File: src/rtl/apb_reg_pkg.sv
// Shared types and helpers for the APB register bank.
package apb_reg_pkg;

  typedef enum logic {IDLE, ACCESS} apb_state_e;

  localparam int WAIT_CNT_W = 4;

  // LSB position of register idx inside the flattened reg_q bus
  function automatic int unsigned reg_lsb(input int unsigned idx, input int unsigned w);
    return idx * w;
  endfunction

endpackage

File: src/rtl/apb_slave_fsm.sv
// APB slave handshake: IDLE/ACCESS state, wait-state counter, completion and
// address-range decode. pready comes only from registered state.
module apb_slave_fsm
  import apb_reg_pkg::*;
#(
  parameter int NUM_REGS    = 3,
  parameter int ADDR_W      = 4,
  parameter int WAIT_CYCLES = 0
) (
  input  logic              pclk,
  input  logic              preset,
  input  logic              psel,
  input  logic              penable,
  input  logic [ADDR_W-1:0] paddr,
  output logic              pready,
  output logic              complete,
  output logic              access_err
);

  apb_state_e            state_q;
  logic [WAIT_CNT_W-1:0] cnt_q;

  // Setup loads the wait count; access counts down, then completes. Losing
  // psel mid-access drops back to IDLE without completing.
  always_ff @(posedge pclk) begin
    if (preset) begin
      state_q <= IDLE;
      cnt_q   <= '0;
    end else begin
      case (state_q)
        IDLE: begin
          if (psel && !penable) begin
            state_q <= ACCESS;
            cnt_q   <= WAIT_CNT_W'(WAIT_CYCLES);
          end
        end
        ACCESS: begin
          if (!psel) begin
            state_q <= IDLE;
          end else if (penable) begin
            if (cnt_q != '0) cnt_q <= cnt_q - WAIT_CNT_W'(1);
            else             state_q <= IDLE;
          end
        end
        default: state_q <= IDLE;
      endcase
    end
  end

  assign pready     = (state_q == ACCESS) && (cnt_q == '0);
  assign complete   = pready && psel && penable;
  assign access_err = 32'(paddr) >= 32'(NUM_REGS);

endmodule

File: src/rtl/apb_reg_bank.sv
// Parametrised APB register bank: NUM_REGS x DATA_W registers, wait states,
// out-of-range error, per-register write pulses.
// Optional byte strobes: define APB_REG_PSTRB_EN to add the pstrb port.
module apb_reg_bank
  import apb_reg_pkg::*;
#(
  parameter int DATA_W      = 8,
  parameter int NUM_REGS    = 3,
  parameter int ADDR_W      = 4,
  parameter int WAIT_CYCLES = 0
) (
  input  logic                       pclk,
  input  logic                       preset,
  input  logic                       psel,
  input  logic                       penable,
  input  logic                       pwrite,
  input  logic [ADDR_W-1:0]          paddr,
  input  logic [DATA_W-1:0]          pwdata,
`ifdef APB_REG_PSTRB_EN
  input  logic [DATA_W/8-1:0]        pstrb,
`endif
  output logic [DATA_W-1:0]          prdata,
  output logic                       pready,
  output logic                       pslverr,
  output logic [NUM_REGS*DATA_W-1:0] reg_q,
  output logic [NUM_REGS-1:0]        wr_pulse
);

  localparam int NB = DATA_W / 8;

  logic                              complete, err, rd_strb_err, wr_en;
  logic [NB-1:0]                     strb_eff;
  logic [NUM_REGS-1:0][DATA_W-1:0]   regs_q, regs_d;
  logic [NUM_REGS-1:0]               wr_pulse_q, wr_pulse_d;
  logic [DATA_W-1:0]                 rd_data;

  apb_slave_fsm #(
    .NUM_REGS    (NUM_REGS),
    .ADDR_W      (ADDR_W),
    .WAIT_CYCLES (WAIT_CYCLES)
  ) u_fsm (
    .pclk       (pclk),
    .preset     (preset),
    .psel       (psel),
    .penable    (penable),
    .paddr      (paddr),
    .pready     (pready),
    .complete   (complete),
    .access_err (err)
  );

`ifdef APB_REG_PSTRB_EN
  // Reads must carry an all-zero strobe; anything else is an error response
  assign strb_eff    = pstrb;
  assign rd_strb_err = !pwrite && (pstrb != '0);
`else
  assign strb_eff    = '1;
  assign rd_strb_err = 1'b0;
`endif

  // An all-zero strobe write completes OKAY but touches nothing
  assign wr_en = complete && pwrite && !err && (strb_eff != '0);

  // Byte-lane merge into the addressed register and one-cycle update pulse
  always_comb begin
    regs_d     = regs_q;
    wr_pulse_d = '0;
    for (int i = 0; i < NUM_REGS; i++) begin
      if (wr_en && (paddr == ADDR_W'(i))) begin
        wr_pulse_d[i] = 1'b1;
        for (int b = 0; b < NB; b++)
          if (strb_eff[b]) regs_d[i][b*8 +: 8] = pwdata[b*8 +: 8];
      end
    end
  end

  // Register array and pulses; reset overrides any same-cycle commit
  always_ff @(posedge pclk) begin
    if (preset) begin
      regs_q     <= '0;
      wr_pulse_q <= '0;
    end else begin
      regs_q     <= regs_d;
      wr_pulse_q <= wr_pulse_d;
    end
  end

  // Read mux, gated so prdata is zero outside a good read completion
  always_comb begin
    rd_data = '0;
    for (int i = 0; i < NUM_REGS; i++)
      if (paddr == ADDR_W'(i)) rd_data = regs_q[i];
  end

  assign prdata   = (pready && !pwrite && !err && !rd_strb_err) ? rd_data : '0;
  assign pslverr  = pready && (err || rd_strb_err);
  assign wr_pulse = wr_pulse_q;

  for (genvar g = 0; g < NUM_REGS; g++) begin : g_flat
    assign reg_q[reg_lsb(g, DATA_W) +: DATA_W] = regs_q[g];
  end

endmodule

File: config.mk
export PLATFORM = sky130hd
export DESIGN_NAME = apb_reg_bank
export DESIGN_NICKNAME = d
export VERILOG_FILES = /design/src/rtl/apb_reg_pkg.sv /design/src/rtl/apb_slave_fsm.sv /design/src/rtl/apb_reg_bank.sv
export SDC_FILE = /design/constraint.sdc
export NUM_CORES = 1
export LEC_CHECK = 0
export ABC_AREA = 0
export CAP_MARGIN = 0
export CORE_MARGIN = 2
export CORE_UTILIZATION = 50
export DETAILED_ROUTE_END_ITERATION = 6
export DONT_BUFFER_PORTS = 1
export PLACE_DENSITY = 0.68
export SLEW_MARGIN = 20
export SYNTH_ARGS = -nofsm -noshare
export SYNTH_HDL_FRONTEND = slang
export SYNTH_SLANG_ARGS = --single-unit
File: constraint.sdc
create_clock -name pclk -period 2 [get_ports pclk]
set_input_delay 0.6 -clock pclk [delete_from_list [all_inputs] [get_ports pclk]]
set_output_delay 0.6 -clock pclk [all_outputs]
set_load 0.02 [all_outputs]
# --- Yosys cells after proc, flatten, opt, wreduce, memory -nomap -nowiden ---
# Cells that the tools add are included.
totals:
  regBits: 32
classes:
  addsub: 1
  order_cmp: 1
  n_eq_ne: 6
  muxes: 17
  bitwise: 1
  n_reduce_logical: 19
op_table:
  columns: ["cell", "count"]
  rows:
  - ["$mux 8", 4]
  - ["$mux 4", 4]
  - ["$logic_and 1x1->1", 12]
  - ["$logic_not 4->1", 2]
  - ["$pmux 4 s2", 1]
  - ["$mux 1", 7]
  - ["$ne 2x2->1 const B", 3]
  - ["$eq 4x1->1 const B", 1]
  - ["$eq 4x2->1 const B", 1]
  - ["$ge 4x2->1 const B", 1]
  - ["$reduce_and 4->1", 1]
  - ["$reduce_bool 4->1", 1]
  - ["$sub 4x1->4 const B", 1]
  - ["$logic_not 1->1", 3]
  - ["$ne 2x1->1 const B", 1]
  - ["$pmux 1 s2", 1]
  - ["$not 1->1", 1]

# --- Longest topological paths before layout ---
logic_depth:
  ltp_word: 8
  mapped_depth: 6
  ltp_nobuf: 5

# --- Cells and area by module ---
# Synthesis repeated with hierarchy kept, for this count alone.
hier_totals:
  cells_unflattened: 185
  hier_area_um2: 1646.6
modules_own_cells:
  columns: ["module", "instances", "cells_per_inst", "area_per_inst_um2"]
  rows:
  - ["apb_reg_bank", 1, 151, 1346.3]
  - ["apb_slave_fsm", 1, 34, 300.3]

# --- Worst setup path before layout ---
# OpenSTA, ideal clock, no wires.
synth_path:
  path_type: "input port to output port"
  from: "in paddr[0]"
  to: "out prdata[0]"
  arrival_time_ns: 2.237
  required_time_ns: 1.400
  path_slack_ns: -0.837
  stages: 3
  n_path_buf: 0
  cell_sequence: "a211oi_4 -> nand3_4 -> a2111oi_0"
synth_between:
  elab_chain_len: 5
synth_lines:
  columns: ["element", "line_no", "source"]
  rows:
  - ["start, declared", "apb_reg_bank.sv:17", "input logic [ADDR_W-1:0] paddr,"]
  - ["$logic_not 4->1", "apb_reg_bank.sv:92", "if (paddr == ADDR_W'(i)) rd_data = regs_q[i];"]
  - ["$mux 8 (3 in a row)", "apb_reg_bank.sv:92", null]
  - ["$mux 8 (*)", "apb_reg_bank.sv:95", "assign prdata = (pready && !pwrite && !err && !rd_strb_err) ? rd_data : '0;"]
  - ["end, declared", "apb_reg_bank.sv:22", "output logic [DATA_W-1:0] prdata,"]
# Mark *: on every way between the ends. The rest lies on a longest branch, timed or not.

# --- Worst setup path after layout ---
layout_path:
  from: "reg u_fsm.cnt_q[1]"
  to: "out prdata[6]"
layout_between:
  elab_chain_len: 5
layout_lines:
  columns: ["element", "line_no", "source"]
  rows:
  - ["start, declared", "apb_slave_fsm.sv:21", "logic [WAIT_CNT_W-1:0] cnt_q;"]
  - ["start signal, assigned", "apb_slave_fsm.sv:34", "cnt_q <= WAIT_CNT_W'(WAIT_CYCLES);"]
  - ["start signal, assigned", "apb_slave_fsm.sv:41", "if (cnt_q != '0) cnt_q <= cnt_q - WAIT_CNT_W'(1);"]
  - ["$logic_not 4->1", "apb_slave_fsm.sv:50", "assign pready = (state_q == ACCESS) && (cnt_q == '0);"]
  - ["$logic_and 1x1->1", "apb_slave_fsm.sv:50", null]
  - ["$logic_and 1x1->1 (2 in a row)", "apb_reg_bank.sv:95", null]
  - ["$mux 8", "apb_reg_bank.sv:95", null]
# No other way between the ends.

==> impl_metrics.toml <==
[layout]
final_nets = 246
drive_gt1_share_pct = 36.24
most-common-layout-cells = "buf_4, nand2_1, dfxtp_1"
instances_no_fill = 273
area_delta_synth_final_pct = 43.62
fill_cells = 223
fin_util_pct = 76.42
final_common_cell = "buf_4"
antenna_cells = 0

[grt]
grt_pass1_vias = 1593
antenna_found_initial = 0
grt_max_degree = 20
grt_usage_pct = 26.74
grt_pass1_wl_mm = 7.224
grt-ovfl-total = 0

[timing]
relSlewSlack_pct = 64.09
slew_viol_final = 0
post-route-min-period_ns = 2.420
setup_viol = 10
hold_viol = 0
fmax_ghz = 0.4132
setup_ws_ns = -0.4204
post-route-period-util_pct = 121.0
rsz0062_at_grt = "yes"
tightest_slew_ns = 0.5353
clock_skew_ns = 0.01088

[die]
dieArea_um2 = 3750
die_width_um = 61.24
io_pins = 54
coreArea_um2 = 3078
die_height_um = 61.24
rows = 20
initial_utilization_pct = 53.21

[setup_path]
reg2reg_from = "u_fsm.cnt_q[1]"
slowest_delay_ns = 0.34
cp_data_arrival_time_ns = 1.82
required_ns = 1.40
path_cells = "inv_2, ha_4, and4bb_2, nand3_4, buf_12, a2111oi_4, buf_4"
setup.worst_path.end = "prdata[6]"
ff2ff_path_depth = 8
cp-end-kind = "output port"
cp_top_family = "buffers and inverters"
worst-path-buf-inv = 3
slowest_stage = "dfxtp_2"
start_kind = "register"
reg2reg_to = "u_fsm.cnt_q[2]"
path_depth = 7
worstSetupPathType = "reg2out"
cp_max_fo = 5
startpoint = "u_fsm.cnt_q[1]"
r2r_slack_ns = 0.09

[flow_run]
cap_viol_max_count = 0

[min_path]
hold_depth = 1
hold_class = "in2reg"

[run_status]
violations = "negative setup slack"
status = "complete, but fails checks"

[clocking]
root_buffer = "clkbuf_4"
cts_made_buffers = 5
cts.sinks = 32
hold_buffers = 0
clk_pin_slew_ns = 0.11
clockBufferDepth = 2
ctsHtreeMaxLevel = 2
clk_latency_ns = 0.35
cts_tree = "done"

[route]
drc = 0
totalWireLength_mm = 4.663
drtPass1Iterations = 5
via_per_inst = 5.692
initialDrtViolationCount = 87
wl_per_cell_um = 17.08
vias = 1554
postRouteAntennaNets = 0

[yosys]
ys_seq_area_share_pct = 39.11
syn_nets = 200
mappedNetlistArea_um2 = 1638
synth-seq-cells = 32
ys_types = 38
ys_warn_count = 0
syn_avg_cell_area_um2 = 8.999
netlist_instances = 182

[power]
p_total_mw = 1.349
p_leak_nw = 1.099
power.density_nw_per_um2 = 573.7
peakVddDrop_uv = 498.0

[place]
dpl.hpwl_mm = 3.204
io_buffers = 0
dp_cells = 257
place.gp.congestion = 0.7793
post-place-ws_ns = -0.3277
[kinds of logic after synthesis]
family,count (synthesis),share of synthesized area (%)
simple gates,90,30.25
buf+inv,15,4.353
fa+ha+maj,1,0.7638
compound gates,19,10.31
xor+xnor,1,0.5349
mux,24,14.67
flops,32,39.11
[what timing repair did]
item,CTS,global route
pin swaps,2,0
gates resized for setup,9,4
endpoints found under the hold margin,0,0
setup buffers,4,3
cloned,1,0
setup endpoints to repair,10,10
[cell type report]
class,instances,area [um2],area share (%)
inverters,3,11.26,0.4787
repair buffers,51,451.7,19.20
clock buffers,7,65.06,2.766
multi-input cells,135,1096,46.60
flip-flops and latches,32,643.1,27.34
clock inverters,1,30.03,1.277
well taps,44,55.05,2.340
[stage by stage]
stage | cell area [um2] | hold WS [ns] | TNS [ns]
2_1_floorplan | 1788 | 0.4850 | -1.879
3_3_place_gp | 2131 | 0.5656 | -2.420
3_5_place_dp | 2131 | 0.5765 | -2.527
4_1_cts | 2315 | 0.3043 | -3.460
5_1_grt | 2352 | 0.3043 | -4.234
6_report | 2352 | 0.3098 | -3.627
[cells in the mapped netlist]
library cell | number | area share, %
buf_6 | 1 | 0.69
a211oi_1 | 1 | 0.46
o211a_1 | 2 | 1.2
nor4_2 | 1 | 0.76
nor2b_1 | 4 | 1.5
a311o_1 | 1 | 0.61
ha_1 | 1 | 0.76
buf_1 | 1 | 0.23
nand2b_1 | 10 | 3.8
inv_1 | 2 | 0.46
nor2_1 | 17 | 3.9
buf_2 | 5 | 1.5
clkbuf_2 | 1 | 0.31
or2_2 | 1 | 0.38
nand4b_1 | 1 | 0.53
and4_1 | 1 | 0.53
nand4_2 | 3 | 2.3
nand3_1 | 1 | 0.31
nor3_1 | 2 | 0.61
xor2_1 | 1 | 0.53
clkbuf_1 | 4 | 0.92
nor4b_1 | 1 | 0.53
mux2i_1 | 24 | 15
nor4_1 | 2 | 0.76
nand3_4 | 1 | 1.1
a2111oi_0 | 8 | 4.3
and3_1 | 1 | 0.38
and4bb_2 | 1 | 0.76
or4b_1 | 2 | 1.2
a211oi_4 | 1 | 1.2
clkinv_1 | 1 | 0.23
a21oi_1 | 3 | 0.92
nand2_1 | 37 | 8.5
or3b_2 | 1 | 0.53
dfxtp_1 | 32 | 39
nor4b_2 | 1 | 0.92
o31a_1 | 3 | 1.6
nor3b_1 | 2 | 0.92
[state kept, by name, summed over array words and instances, names as in the netlist]
| name | count |
|---|---|
| reg_q | 24 |
| wr_pulse | 3 |
| u_fsm.state_q | 1 |
| u_fsm.cnt_q | 4 |
[how the worst min path moves through the flow]
stage	startpoint	endpoint	slack [ns]
global placement	reg_q[4]	reg_q[4]	0.57
finish	preset	wr_pulse[1]	0.31
global route	preset	wr_pulse[2]	0.30
floorplan	u_fsm.cnt_q[1]	u_fsm.cnt_q[1]	0.49
detailed placement	reg_q[3]	reg_q[3]	0.58
CTS	preset	wr_pulse[1]	0.30
[routing by layer]
| metal | track usage, % | share of wire (%) | up-vias |
|---|---|---|---|
| met5 | 0 | 0 | - |
| met4 | 11.49 | 1.6 | 0 |
| met3 | 6.092 | 8.4 | 9 |
| met2 | 45.74 | 50 | 70 |
| met1 | 32.04 | 40 | 740 |
| li1 | - | - | 735 |
[where the power goes]
part	internal, mW	switching, mW
logic	0.0618	0.0687
clock network	0.332	0.241
registers	0.641	0.00438
No activity file was read; power rests on OpenSTA's default activity.
